<file path="config.mk">
export PLATFORM = sky130hd
export DESIGN_NAME = swervolf_sseg_scan_flat
export DESIGN_NICKNAME = d
export VERILOG_FILES = /design/src/rtl/swervolf_sseg_scan_if.sv /design/src/rtl/swervolf_sseg_scan.sv /design/src/flat_wrapper.sv
export SDC_FILE = /design/constraint.sdc
export NUM_CORES = 1
export LEC_CHECK = 0
export ABC_AREA = 1
export CORE_ASPECT_RATIO = 2
export CORE_UTILIZATION = 25
export DETAILED_ROUTE_END_ITERATION = 10
export GPL_TIMING_DRIVEN = 0
export HOLD_SLACK_MARGIN = 0.02
export PLACE_DENSITY = 0.46
export SYNTH_ARGS = -nofsm -noshare
export SYNTH_HDL_FRONTEND = slang
export SYNTH_SLANG_ARGS = --single-unit
</file>
<file path="constraint.sdc">
create_clock -name clk -period 5.3 [get_ports clk]
set_input_delay 0.795 -clock clk [delete_from_list [all_inputs] [get_ports clk]]
set_output_delay 0.795 -clock clk [all_outputs]
set_load 0.05 [all_outputs]
</file>
<file path="src/rtl/swervolf_sseg_scan_if.sv">
// swervolf_sseg_scan_if
// Bundles the seven-segment scan controller's data/control inputs and its
// display pin outputs.
//   i_en     scan enable
//   i_value  4*DIGITS hex nibbles, nibble k drives digit k
//   i_dp     per-digit decimal point, 1 = lit
//   o_an     anode enables, active-low
//   o_seg    segments CA..CG (bit0..bit6), active-low
//   o_dp     decimal point, active-low
//   o_frame  one-cycle pulse when a new snapshot is taken
// master: the block feeding display data; slave: the scan controller.
interface swervolf_sseg_scan_if #(
  parameter int DIGITS = 8
);
  logic                  i_en;
  logic [4*DIGITS-1:0]   i_value;
  logic [DIGITS-1:0]     i_dp;
  logic [DIGITS-1:0]     o_an;
  logic [6:0]            o_seg;
  logic                  o_dp;
  logic                  o_frame;

  modport master (
    output i_en, i_value, i_dp,
    input  o_an, o_seg, o_dp, o_frame
  );

  modport slave (
    input  i_en, i_value, i_dp,
    output o_an, o_seg, o_dp, o_frame
  );
endinterface

</file>
<file path="src/rtl/swervolf_sseg_scan.sv">
// swervolf_sseg_scan
// Time-multiplexed scan controller for an 8-digit common-anode seven-segment
// display. Each digit slot is PRESCALE cycles: PRESCALE-BLANK_CYCLES cycles
// lit, then BLANK_CYCLES cycles with all anodes off to avoid ghosting.
// Display data is snapshotted once per frame (o_frame pulses on the same edge).
// Ports:
//   clk  core clock
//   rst  asynchronous reset, active-high
//   bus  swervolf_sseg_scan_if.slave (i_en, i_value, i_dp -> o_an, o_seg,
//        o_dp, o_frame); all outputs registered.
// Optional feature: define SWERVOLF_SSEG_LZB_EN for leading-zero blanking.
// Digits above the most significant non-zero nibble are kept dark unless
// their decimal point is lit; digit 0 is always shown.
//
// state | meaning
// IDLE  | scan disabled, outputs dark
// ON    | current digit driven
// BLANK | inter-digit gap, outputs dark
module swervolf_sseg_scan #(
  parameter int DIGITS       = 8,
  parameter int PRESCALE     = 100000,
  parameter int BLANK_CYCLES = 1000
) (
  input  logic                clk,
  input  logic                rst,
  swervolf_sseg_scan_if.slave bus
);

  localparam int CW = $clog2(PRESCALE);
  localparam int DW = (DIGITS > 1) ? $clog2(DIGITS) : 1;
  localparam logic [CW-1:0]     ON_LAST    = CW'(PRESCALE - BLANK_CYCLES - 1);
  localparam logic [CW-1:0]     BL_LAST    = (BLANK_CYCLES > 0) ? CW'(BLANK_CYCLES - 1) : '0;
  localparam logic [DW-1:0]     LAST_DIGIT = DW'(DIGITS - 1);
  localparam logic [DIGITS-1:0] AN_OFF     = '1;
  localparam logic [DIGITS-1:0] AN_DIGIT0  = ~(DIGITS'(1));
  localparam logic [6:0]        SEG_OFF    = 7'h7F;

  typedef enum logic [1:0] {IDLE, ON, BLANK} state_t;

  function automatic logic [6:0] decode(input logic [3:0] nib);
    logic [6:0] s;
    case (nib)
      4'h0: s = 7'b1000000;
      4'h1: s = 7'b1111001;
      4'h2: s = 7'b0100100;
      4'h3: s = 7'b0110000;
      4'h4: s = 7'b0011001;
      4'h5: s = 7'b0010010;
      4'h6: s = 7'b0000010;
      4'h7: s = 7'b1111000;
      4'h8: s = 7'b0000000;
      4'h9: s = 7'b0010000;
      4'hA: s = 7'b0001000;
      4'hB: s = 7'b0000011;
      4'hC: s = 7'b1000110;
      4'hD: s = 7'b0100001;
      4'hE: s = 7'b0000110;
      default: s = 7'b0001110;
    endcase
    return s;
  endfunction

  state_t              state;
  logic [DW-1:0]       digit;
  logic [CW-1:0]       cnt;
  logic [4*DIGITS-1:0] shadow_value;
  logic [DIGITS-1:0]   shadow_dp;
  logic [DIGITS-1:0]   an_q;
  logic [6:0]          seg_q;
  logic                dp_q;
  logic                frame_q;

`ifdef SWERVOLF_SSEG_LZB_EN
  logic [DIGITS-1:0]   shadow_mask;
  logic [DIGITS-1:0]   snap_mask;
  logic                nz;

  // A digit is blankable when it and every nibble above it are zero.
  always_comb begin
    snap_mask = '0;
    nz        = 1'b0;
    for (int k = DIGITS - 1; k >= 1; k--) begin
      nz           = nz | (|bus.i_value[4*k +: 4]);
      snap_mask[k] = ~nz;
    end
  end
`endif

  // Output values for the slot that follows the current one. On wrap the new
  // snapshot is taken on the same edge, so digit 0 decodes straight from the
  // inputs rather than from the shadow registers.
  logic                wrap;
  logic [DW-1:0]       step_digit;
  logic [DIGITS-1:0]   step_onehot;
  logic [4*DIGITS-1:0] step_shift;
  logic [3:0]          step_nib;
  logic                step_dpin;
  logic                step_blank;
  logic [6:0]          snap_seg;
  logic                snap_dp;
  logic [DIGITS-1:0]   adv_an;
  logic [6:0]          adv_seg;
  logic                adv_dp;

  always_comb begin
    wrap        = (digit == LAST_DIGIT);
    step_digit  = digit + DW'(1);
    step_onehot = DIGITS'(1) << step_digit;
    step_shift  = shadow_value >> {step_digit, 2'b00};
    step_nib    = step_shift[3:0];
    step_dpin   = |(shadow_dp & step_onehot);
`ifdef SWERVOLF_SSEG_LZB_EN
    step_blank  = (|(shadow_mask & step_onehot)) & ~step_dpin;
`else
    step_blank  = 1'b0;
`endif
    snap_seg    = decode(bus.i_value[3:0]);
    snap_dp     = ~bus.i_dp[0];
    if (wrap) begin
      adv_an  = AN_DIGIT0;
      adv_seg = snap_seg;
      adv_dp  = snap_dp;
    end else if (step_blank) begin
      adv_an  = AN_OFF;
      adv_seg = SEG_OFF;
      adv_dp  = 1'b1;
    end else begin
      adv_an  = ~step_onehot;
      adv_seg = decode(step_nib);
      adv_dp  = ~step_dpin;
    end
  end

  always_ff @(posedge clk or posedge rst) begin
    if (rst) begin
      state        <= IDLE;
      digit        <= '0;
      cnt          <= '0;
      shadow_value <= '0;
      shadow_dp    <= '0;
`ifdef SWERVOLF_SSEG_LZB_EN
      shadow_mask  <= '0;
`endif
      an_q         <= AN_OFF;
      seg_q        <= SEG_OFF;
      dp_q         <= 1'b1;
      frame_q      <= 1'b0;
    end else begin
      frame_q <= 1'b0;
      if (!bus.i_en) begin
        state <= IDLE;
        digit <= '0;
        cnt   <= '0;
        an_q  <= AN_OFF;
        seg_q <= SEG_OFF;
        dp_q  <= 1'b1;
      end else begin
        case (state)
          IDLE: begin
            state        <= ON;
            digit        <= '0;
            cnt          <= '0;
            shadow_value <= bus.i_value;
            shadow_dp    <= bus.i_dp;
`ifdef SWERVOLF_SSEG_LZB_EN
            shadow_mask  <= snap_mask;
`endif
            frame_q      <= 1'b1;
            an_q         <= AN_DIGIT0;
            seg_q        <= snap_seg;
            dp_q         <= snap_dp;
          end
          ON: begin
            if (cnt == ON_LAST) begin
              cnt <= '0;
              if (BLANK_CYCLES > 0) begin
                state <= BLANK;
                an_q  <= AN_OFF;
                seg_q <= SEG_OFF;
                dp_q  <= 1'b1;
              end else begin
                an_q  <= adv_an;
                seg_q <= adv_seg;
                dp_q  <= adv_dp;
                if (wrap) begin
                  digit        <= '0;
                  shadow_value <= bus.i_value;
                  shadow_dp    <= bus.i_dp;
`ifdef SWERVOLF_SSEG_LZB_EN
                  shadow_mask  <= snap_mask;
`endif
                  frame_q      <= 1'b1;
                end else begin
                  digit <= step_digit;
                end
              end
            end else begin
              cnt <= cnt + CW'(1);
            end
          end
          BLANK: begin
            if (cnt == BL_LAST) begin
              cnt   <= '0;
              state <= ON;
              an_q  <= adv_an;
              seg_q <= adv_seg;
              dp_q  <= adv_dp;
              if (wrap) begin
                digit        <= '0;
                shadow_value <= bus.i_value;
                shadow_dp    <= bus.i_dp;
`ifdef SWERVOLF_SSEG_LZB_EN
                shadow_mask  <= snap_mask;
`endif
                frame_q      <= 1'b1;
              end else begin
                digit <= step_digit;
              end
            end else begin
              cnt <= cnt + CW'(1);
            end
          end
          default: begin
            state <= IDLE;
            cnt   <= '0;
          end
        endcase
      end
    end
  end

  assign bus.o_an    = an_q;
  assign bus.o_seg   = seg_q;
  assign bus.o_dp    = dp_q;
  assign bus.o_frame = frame_q;

endmodule

</file>
<file path="src/flat_wrapper.sv">
// flat-port wrapper written by rule: the top's interface ports become plain ports
module swervolf_sseg_scan_flat 
#(
  parameter int DIGITS       = 8,
  parameter int PRESCALE     = 100000,
  parameter int BLANK_CYCLES = 1000
)
  (clk, rst, bus_i_en, bus_i_value, bus_i_dp, bus_o_an, bus_o_seg, bus_o_dp, bus_o_frame);
  swervolf_sseg_scan_if #(.DIGITS(DIGITS)) bus_i ();
  input  logic clk;
  input  logic rst;
  input wire logic [$bits(bus_i.i_en)-1:0] bus_i_en;
  input wire logic [$bits(bus_i.i_value)-1:0] bus_i_value;
  input wire logic [$bits(bus_i.i_dp)-1:0] bus_i_dp;
  output wire logic [$bits(bus_i.o_an)-1:0] bus_o_an;
  output wire logic [$bits(bus_i.o_seg)-1:0] bus_o_seg;
  output wire logic [$bits(bus_i.o_dp)-1:0] bus_o_dp;
  output wire logic [$bits(bus_i.o_frame)-1:0] bus_o_frame;
  assign bus_i.i_en = bus_i_en;
  assign bus_i.i_value = bus_i_value;
  assign bus_i.i_dp = bus_i_dp;
  assign bus_o_an = bus_i.o_an;
  assign bus_o_seg = bus_i.o_seg;
  assign bus_o_dp = bus_i.o_dp;
  assign bus_o_frame = bus_i.o_frame;
  swervolf_sseg_scan #(.DIGITS(DIGITS), .PRESCALE(PRESCALE), .BLANK_CYCLES(BLANK_CYCLES)) u_core (.clk(clk), .rst(rst), .bus(bus_i));
endmodule
</file>
---- Word-level counts from Yosys, hierarchy flattened ----
Memory sizes are Yosys's and may differ from the RTL's.
Cells that the tools add are included.
word-level totals
  bits in registers ....................... 79
  memory bits (read-only) ................. 224
  input port bits ......................... 43
  output and inout bits ................... 17
  logic and storage cells ................. 74
  memories ................................ 2
memory list
  name              words  width  read ports  clocked after memory_dff  write ports  line                      RTL
  (name not given)  16     7      1           0                         0            swervolf_sseg_scan.sv:42  case (nib)
  (name not given)  16     7      1           0                         0            swervolf_sseg_scan.sv:42
cells by class
  $add $sub $neg .......................... 2
  eq/ne operators ......................... 11
  shift-type cells ........................ 2
  multiplexer cells ....................... 37
  bitwise gates (word level) .............. 4
  reduce and logical (&&, ||, !) cells .... 7
operators by type and width
  kind                                                               count
  32-bit 2-to-1 mux                                                  2
  32-bit one-hot mux with 2 select lines                             1
  17-bit 2-to-1 mux                                                  3
  8-bit 2-to-1 mux                                                   6
  17-bit one-hot mux with 2 select lines                             1
  32-bit by 5-bit right shift with 4-bit output                      1
  7-bit 2-to-1 mux                                                   4
  8-bit one-hot mux with 3 select lines                              1
  7-bit one-hot mux with 3 select lines                              1
  17-bit by 1-bit adder with 17-bit output, second input constant    1
  17-bit by 10-bit == test with 1-bit output, second input constant  1
  17-bit == test, second input constant                              1
  8-bit one-hot mux with 2 select lines                              1
  3-bit 2-to-1 mux                                                   3
  8-bit bitwise AND                                                  1
  8-bit inverter                                                     1
  8-bit OR reduction                                                 1
  1-bit by 3-bit << shifter with 8-bit output, first input constant  1
  1-bit 2-to-1 mux                                                   7
  2-bit 2-to-1 mux                                                   3
  3-bit by 2-bit != test with 1-bit output, second input constant    2
  2-bit one-hot mux with 3 select lines                              1
  3-bit one-hot mux with 2 select lines                              1
  2-bit by 1-bit != test with 1-bit output, second input constant    2
  other kinds (14)                                                   16

---- Depth between registers and ports, before layout ----
Gate-level depths: netlist of run 1.
  depth after elaboration ................. 9
  gate-level depth with buffers ........... 22
  mapped depth without buffers ............ 19

---- Least setup slack after synthesis of run 1 ----
No wires, ideal clock.
  path type ............................... reg2reg
  from .................................... reg u_core.digit[0]
  to ...................................... reg u_core.seg_q[3] (netlist: u_core.bus.o_seg[3])
  setup time .............................. 0.073 ns
  data arrival time ....................... 2.519 ns
  required time ........................... 5.227 ns
  setup slack ............................. 2.707 ns
  cell stages (with the launch flop) ...... 20
  path buffers ............................ 3
  period minus slack after synthesis ...... 2.593 ns
  cell sequence ........................... dfrtp_1 -> buf_6 -> inv_4 -> buf_4 -> ha_1 -> buf_2 -> inv_2 -> o21ai_0 -> o21ai_0 -> nand2_1 -> nand2_1 -> inv_1 -> ha_1 -> nand2_1 -> nand3_1 -> nand3_1 -> nand2_1 -> nand2_1 -> nand2_1 -> a21boi_1
between the ends
  longest elaborated chain between the ends .. 7
  elaborated cells between the ends (all ways) .. 8
  classes of those cells .................. add/sub: 1; eq/ne: 1; shift: 1; mux: 4; memory: 1
ends and longest elaborated chain
  element                                        line                       RTL
  start: declaration                             swervolf_sseg_scan.sv:64   logic [DW-1:0] digit;
  start signal: assignment                       swervolf_sseg_scan.sv:194  digit <= step_digit;
  start signal: assignment                       swervolf_sseg_scan.sv:217  digit <= step_digit;
  3-bit by 1-bit adder with 3-bit output         swervolf_sseg_scan.sv:107  step_digit = digit + DW'(1);
  32-bit by 5-bit right shift with 4-bit output  swervolf_sseg_scan.sv:109  step_shift = shadow_value >> {step_digit, 2'b00};
  memory 16 x 7 bit                              --
  7-bit 2-to-1 mux *                             swervolf_sseg_scan.sv:119  if (wrap) begin
  7-bit 2-to-1 mux *                             swervolf_sseg_scan.sv:202  if (cnt == BL_LAST) begin
  7-bit one-hot mux with 3 select lines *        swervolf_sseg_scan.sv:158  case (state)
  7-bit 2-to-1 mux *                             swervolf_sseg_scan.sv:150  if (!bus.i_en) begin
  end signal: assignment                         swervolf_sseg_scan.sv:170  seg_q <= snap_seg;
  end signal: assignment                         swervolf_sseg_scan.sv:183  seg_q <= adv_seg;
  end signal: assignment                         swervolf_sseg_scan.sv:206  seg_q <= adv_seg;
  end: declaration                               swervolf_sseg_scan.sv:69   logic [6:0] seg_q;
Mark *: on every way between the ends. The rest lies on a longest branch, timed or not. The select of a mux whose other input is x is not followed.
A chain may end at the register's enable or synchronous reset.

---- Final worst setup path of run 1 ----
  from .................................... reg u_core.digit[0]
  to ...................................... reg u_core.seg_q[0] (netlist: u_core.bus.o_seg[0])
The elaborated chain is that of the path after synthesis.

==> results.txt, run 1 <==
CTS tree = yes
clk buf depth = 2
total number of vias = 4,232
grt ovf = 0
FF-to-FF path depth = 20
Total Nets Final = 771
non-filler cells, final = 962
WP data required = 5560 ps
setup violators final = 0
# H-tree levels = 3
DIE WIDTH = 100 um
slew at the pin closest to its max-slew limit = 736 ps
Worst setup SP type = flip-flop
HPWL after DPL = 11,100 um
Power Density = 587 nW/um^2
ranking of synthesized cells by area = dfrtp_1, nand2_1, dfstp_2, nand3_1, ha_1
CTS root buf = clkbuf_16
Final Skew = 11.1 ps
ratio of cells with drive above 1 in the final layout = 0.144
EDFF count, synth = 0
status = completed
Die Y = 199 um
post-DR wirelength/cell = 14.3 um
Sink Count = 79
mean post-synth cell area = 7.66 um^2
Synth cell types = 39
register area share after synthesis = 0.412
reg-to-reg endpoint = u_core.bus.o_seg[0]$_DFFE_PP1P_
initial DRC count = 132
fraction of registers with async set/reset = 1.00
DR WL met2 = 8270 um
CP startpoint = u_core.digit[0]$_DFFE_PP0P_
Synth top area share = 0.325
Tot GR Track Use = 0.147
crit-path max FO = 11
Rows = 71
fin. max-slew vios = 0
Final Cycle Share = 0.614
Relative slew margins = 0.504
Mapped Cells = 633
Routed Antenna Nets = 0
number of iterations in the first detailed-routing pass = 5
CP endpoint kind = flip-flop
Max Cap Viol = 0
worst setup path end = u_core.bus.o_seg[0]$_DFFE_PP1P_
I/O pins = 60
placed instance area = 5770 um^2
Post-synth top cells = nand2_1, nand3_1, inv_1, dfrtp_1, nor2_1
initial antenna violation count = 0
vias in the first global route = 4,426
routability cong. = 0.834
fillers = 2,032
Hold Fails Final Rpt = 0
largest area contributor in the netlist = dfrtp_1
unrepaired setup endpoints after global routing = false
Setup Fix Bufs, Post-CTS = 0
die area = 20,000 um^2
VDD IR-drop max = 186 uV
CP Class = flip-flop to flip-flop
top layer used by detailed routing = met4
area delta synth->final = 25.6%
Ys Warns = 0
post-route design area = 6090 um^2
LEAKAGE = 0.00288 uW
drt drc = 0
Setup TNS = 0 ps
Max Clock Freq = 307 MHz
starting density of the core = 0.256
Hold Path Class = flip-flop to flip-flop
synthesized net count = 702
total wire length = 13,800 um
ys flop type = dfrtp_1
largest net degree at the start of global routing = 45
I/O Buffers = 57
Met3 Routed Length = 291 um
core area = 18,900 um^2
mapped cell area = 4850 um^2
FF-to-FF Start = u_core.digit[0]$_DFFE_PP0P_
# hold bufs at CTS = 0
Worst-Skew Late Latency = 350 ps
Placed Cells = 946
worst endpoint data arrival time = 3520 ps
met1 wire length = 4820 um
crit path time final = 3260 ps
CTS-repair resized insts = 0
DR vias/cell = 4.40
Reg clk slew, reported paths = 70 ps
global-route wire length before repair = 22,000 um
#FFs+latches synth = 79
top-count cell post-synth = nand2_1
TritonCTS buffer count = 9
ANT cells = 0
r2r setup slk = 2040 ps
-- state kept, by name, summed over array words and instances, names as in the netlist --
name and cells:
u_core.bus.o_an 8, u_core.bus.o_dp 1, u_core.shadow_dp 8, u_core.bus.o_frame 1, u_core.shadow_value 32, u_core.digit 3, u_core.bus.o_seg 7, u_core.cnt 17
u_core.state 2
-- placed cells by master (no fill, tap or decap), types with 3 or more instances in the layout --
| master | n |
|---|---|
| a21boi_1 | 5 |
| a21oi_1 | 25 |
| a21oi_2 | 18 |
| a31oi_1 | 3 |
| buf_2 | 10 |
| buf_6 | 6 |
| clkbuf_1 | 7 |
| clkbuf_16 | 9 |
| clkdlybuf4s50_1 | 57 |
| dfrtp_1 | 63 |
| dfstp_2 | 16 |
| ha_1 | 26 |
| inv_1 | 68 |
| inv_2 | 4 |
| nand2_1 | 194 |
| nand3_1 | 71 |
| nand4_1 | 4 |
| nor2_1 | 31 |
| nor2_2 | 19 |
| nor3_1 | 7 |
| nor3b_1 | 4 |
| o21ai_0 | 23 |
| o21ai_2 | 5 |
| xor2_1 | 4 |
-- report_power, final --
part | internal [uW] | switching [uW]
sequential | 864 | 127
combinational | 636 | 1260
clock | 416 | 267
-- cell type report --
cell class                      count  area (um^2)  area share
Buffer                             23          148      0.0242
Clock buffer                       10          229      0.0376
Clock inverter                      6         92.6      0.0152
Inverter                           75          287      0.0471
Multi-Input combinational cell    456         2420       0.397
Sequential cell                    79         2000       0.328
Tap cell                          255          319      0.0524
Timing Repair Buffer               58          598      0.0982
-- routing by layer --
layer  vias up  GRT usage
met5         -          0
met4         0     0.0709
met3        22     0.0214
met2        58      0.300
met1      1987      0.136
li1       2165          -
-- stage by stage --
stage	power [uW]	hold slack (ps)	setup slack, ps	util
final	3570	459	2040	0.322
after global routing	3890	492	1710	0.322
after CTS	3630	465	1990	0.322
after detailed placement	2930	458	2020	0.305
after global placement	2930	448	1030	0.303
after floorplan	2360	433	2510	-
-- kinds of logic (layout without fill, tap and decap cells) --
family / after synthesis / count (layout) / synth area share
simple gates: 337 / 337 / 0.305
compound gates: 88 / 88 / 0.118
xor+xnor: 5 / 5 / 0.00903
flops: 79 / 79 / 0.412
buf+inv: 98 / 172 / 0.0890
fa+ha+maj: 26 / 26 / 0.0671
-- critical path, cell delays in order, from the launching register on --
cell and delay [ps]:
dfrtp_1 430, buf_6 170, inv_4 100, buf_4 200, ha_1 240, buf_2 200, inv_2 170, o21ai_0 100
o21ai_0 170, nand2_1 70, nand2_1 210, inv_1 150, ha_1 270, nand3_1 150, nand3_1 100, nand2_1 90
nand2_1 50, nand2_1 80, nand2_1 50, nand2_1 80, a21oi_1 70
-- worst min path at each step --
| stage | from | to | slack [ps] | depth (start not counted) |
|---|---|---|---|---|
| floorplan | u_core.cnt[0]$_DFF_PP0_ | u_core.cnt[0]$_DFF_PP0_ | 430 | 1 |
| global placement | u_core.cnt[0]$_DFF_PP0_ | u_core.cnt[0]$_DFF_PP0_ | 450 | 1 |
| detailed placement | u_core.cnt[0]$_DFF_PP0_ | u_core.cnt[0]$_DFF_PP0_ | 460 | 1 |
| CTS | u_core.cnt[0]$_DFF_PP0_ | u_core.cnt[0]$_DFF_PP0_ | 470 | 1 |
| global route | u_core.cnt[0]$_DFF_PP0_ | u_core.cnt[0]$_DFF_PP0_ | 490 | 1 |
| finish | u_core.cnt[0]$_DFF_PP0_ | u_core.cnt[0]$_DFF_PP0_ | 460 | 1 |
Power figures use the tool's default switching activity.
==> inputs of run 2 (changes only) <==
--- a/config.mk
+++ b/config.mk
@@ -11,7 +11,7 @@
 export DETAILED_ROUTE_END_ITERATION = 10
 export GPL_TIMING_DRIVEN = 0
 export HOLD_SLACK_MARGIN = 0.02
-export PLACE_DENSITY = 0.46
+export PLACE_DENSITY = 0.48
 export SYNTH_ARGS = -nofsm -noshare
 export SYNTH_HDL_FRONTEND = slang
 export SYNTH_SLANG_ARGS = --single-unit
==> constraint.sdc (replaced) <==
create_clock -name clk -period 2.82 [get_ports clk]
set_input_delay 0.423 -clock clk [delete_from_list [all_inputs] [get_ports clk]]
set_output_delay 0.423 -clock clk [all_outputs]
set_load 0.05 [all_outputs]
==> run 2 against run 1 <==
Die area did not move; largest power group unchanged; utilization is 0.48 points higher; highest routed layer unchanged; clock skew is 0.86 ps lower; worst setup slack worse by 1800 ps; first-iteration DRC count is 1.5% higher; worst hold slack worse by 1.1 ps; flip-flop and latch count is the same; wire length shrank 2.4%.
==> results.txt, run 2 (synthesis gave the netlist of run 1 again) <==
routability cong. = 0.832
max reg flops = 32
Max Cap Viol = 0
hold slack = 458 ps
Hold Path Class = input port to flip-flop
die area = 20,000 um^2
Flop pwr share = 0.278
GRT Max-Usage Layer = met2
met3 usage = 0.0257
# hold bufs at CTS = 0
global-route wire length before repair = 21,500 um
Biggest register = u_core.shadow_value
met1 usage = 0.135
CP Class = flip-flop to flip-flop
worst-path cell chain = buf_6, clkinv_8, ha_1, buf_6, inv_6, o21ai_1, o21ai_1, nand2_1, nand2_4, inv_4, ha_1, inv_1, nand2_1, nand2_1, nand2_1, nand2_1, nand2_1, nand2_1, nand2_1, a21boi_1
Largest stage delay, worst path = 360 ps
combinational power share = 0.557
total power = 6700 uW
Critical path buffers and inverters = 6
CTS root buf = clkbuf_16
HPWL after DPL = 10,800 um
Final Cycle Share = 0.923
Max Clock Freq = 384 MHz
Clock Power Share = 0.165
grt met2 use = 0.288
total wire length = 13,500 um
total number of vias = 4,229
commonest non-fill, non-tap cell in the layout = nand2_1
most frequent cells in the layout = nand2_1, nand3_1, inv_1
# H-tree levels = 3
grt ovf = 0
Sink Count = 79
initial DRC count = 134
core area = 18,900 um^2
drt drc = 0
multi-input logic area = 2450 um^2
crit path time final = 2600 ps
crit-path max FO = 12
largest net degree at the start of global routing = 42
slew at the pin closest to its max-slew limit = 660 ps
Routed Antenna Nets = 0
Setup TNS = 0 ps
clk buf depth = 2
CP most frequent cell = nand2_1
Die Y = 199 um
WP data required = 3080 ps
starting density of the core = 0.256
register area = 2000 um^2
CP max-delay cell = dfrtp_1
Hold Fails Final Rpt = 0
status = completed
fillers = 2,087
worst endpoint data arrival time = 2870 ps
placed instance area = 5770 um^2
Worst-Skew Late Latency = 340 ps
Worst setup SP type = flip-flop
CP endpoint kind = flip-flop
Total Nets Final = 779
Reg clk slew, reported paths = 60 ps
DR vias/cell = 4.36
I/O pins = 60
fin. max-slew vios = 0
ANT cells = 0
vias in the first global route = 4,261
Top delay family on crit path = simple AND/OR/NAND/NOR gates
area delta synth->final = 27.5%
initial antenna violation count = 0
setup violators final = 0
CTS tree = yes
number of iterations in the first detailed-routing pass = 4
Power Density = 1080 nW/um^2
Tot GR Track Use = 0.143
switching portion of total power = 0.469
VDD IR-drop max = 371 uV
post-DR wirelength/cell = 13.9 um
LEAKAGE = 0.00291 uW
TritonCTS buffer count = 9
Switching Power = 3140 uW
Int Pwr = 3560 uW
post-route design area = 6180 um^2
I/O Buffers = 57
Rows = 71
Relative slew margins = 0.555
top flop regs = u_core.shadow_value x32, u_core.cnt x17
Final Skew = 10.3 ps
ratio of cells with drive above 1 in the final layout = 0.169
DIE WIDTH = 100 um
run 2: layer usage:
layer,vias to the layer above,share of wire
li1,2188,-
met2,52,0.59
met4,0,0.026
met1,1974,0.35
met3,15,0.031
met5,-,0
run 2: path summary, 6_finish.rpt:
kind	start	endpoint	slack (ps)	depth (start not counted)
hold / removal	bus_i_en	u_core.state[1]$_DFFE_PP0P_	460	3
setup / recovery	u_core.digit[0]$_DFFE_PP0P_	u_core.bus.o_seg[2]$_DFFE_PP1P_	220	20
min in group asynchronous	rst	u_core.shadow_dp[2]$_DFFE_PP0P_	480	2
hold reg to reg	u_core.cnt[0]$_DFF_PP0_	u_core.cnt[0]$_DFF_PP0_	460	1
setup reg to reg	u_core.digit[0]$_DFFE_PP0P_	u_core.bus.o_seg[2]$_DFFE_PP1P_	220	20
max in group asynchronous	rst	u_core.bus.o_seg[4]$_DFFE_PP1P_	1690	3
run 2: power by group through the flow:
stage               logic [uW]  clock network, uW  registers (uW)
floorplan                 2260                  0            2170
global placement          3570                  0            1890
detailed placement        3590                  0            1890
CTS                       3650               1150            1870
global route              4220               1200            1910
finish                    3730               1110            1860
run 2: cell type report:
cell class | instances | area share
Multi-Input combinational cell | 456 | 0.397
Sequential cell | 79 | 0.323
Timing Repair Buffer | 67 | 0.108
Tap cell | 255 | 0.0516
Inverter | 75 | 0.0498
Clock buffer | 10 | 0.0387
Buffer | 22 | 0.0247
Clock inverter | 6 | 0.00749
run 2: per-stage QoR:
stage	cells	setup slack, ps	util
CTS	962	3.28	0.321
floorplan	633	227	-
detailed placement	946	-425	0.305
global route	970	-5.24	0.327
finish	970	217	0.327
global placement	945	-1110	0.303
run 2: tightest hold or removal path: cells and delay by family:
| kind | cells | cell delay (ps) |
|---|---|---|
| compound gates | 1 | 70 |
| buf+inv | 1 | 160 |
| simple gates | 1 | 90 |
run 2: timing repair:
action / CTS / global route
buffers inserted: 1 / 8
resized for setup: 7 / 21
pin swaps: 1 / 5
setup endpoints to repair: 7 / 7
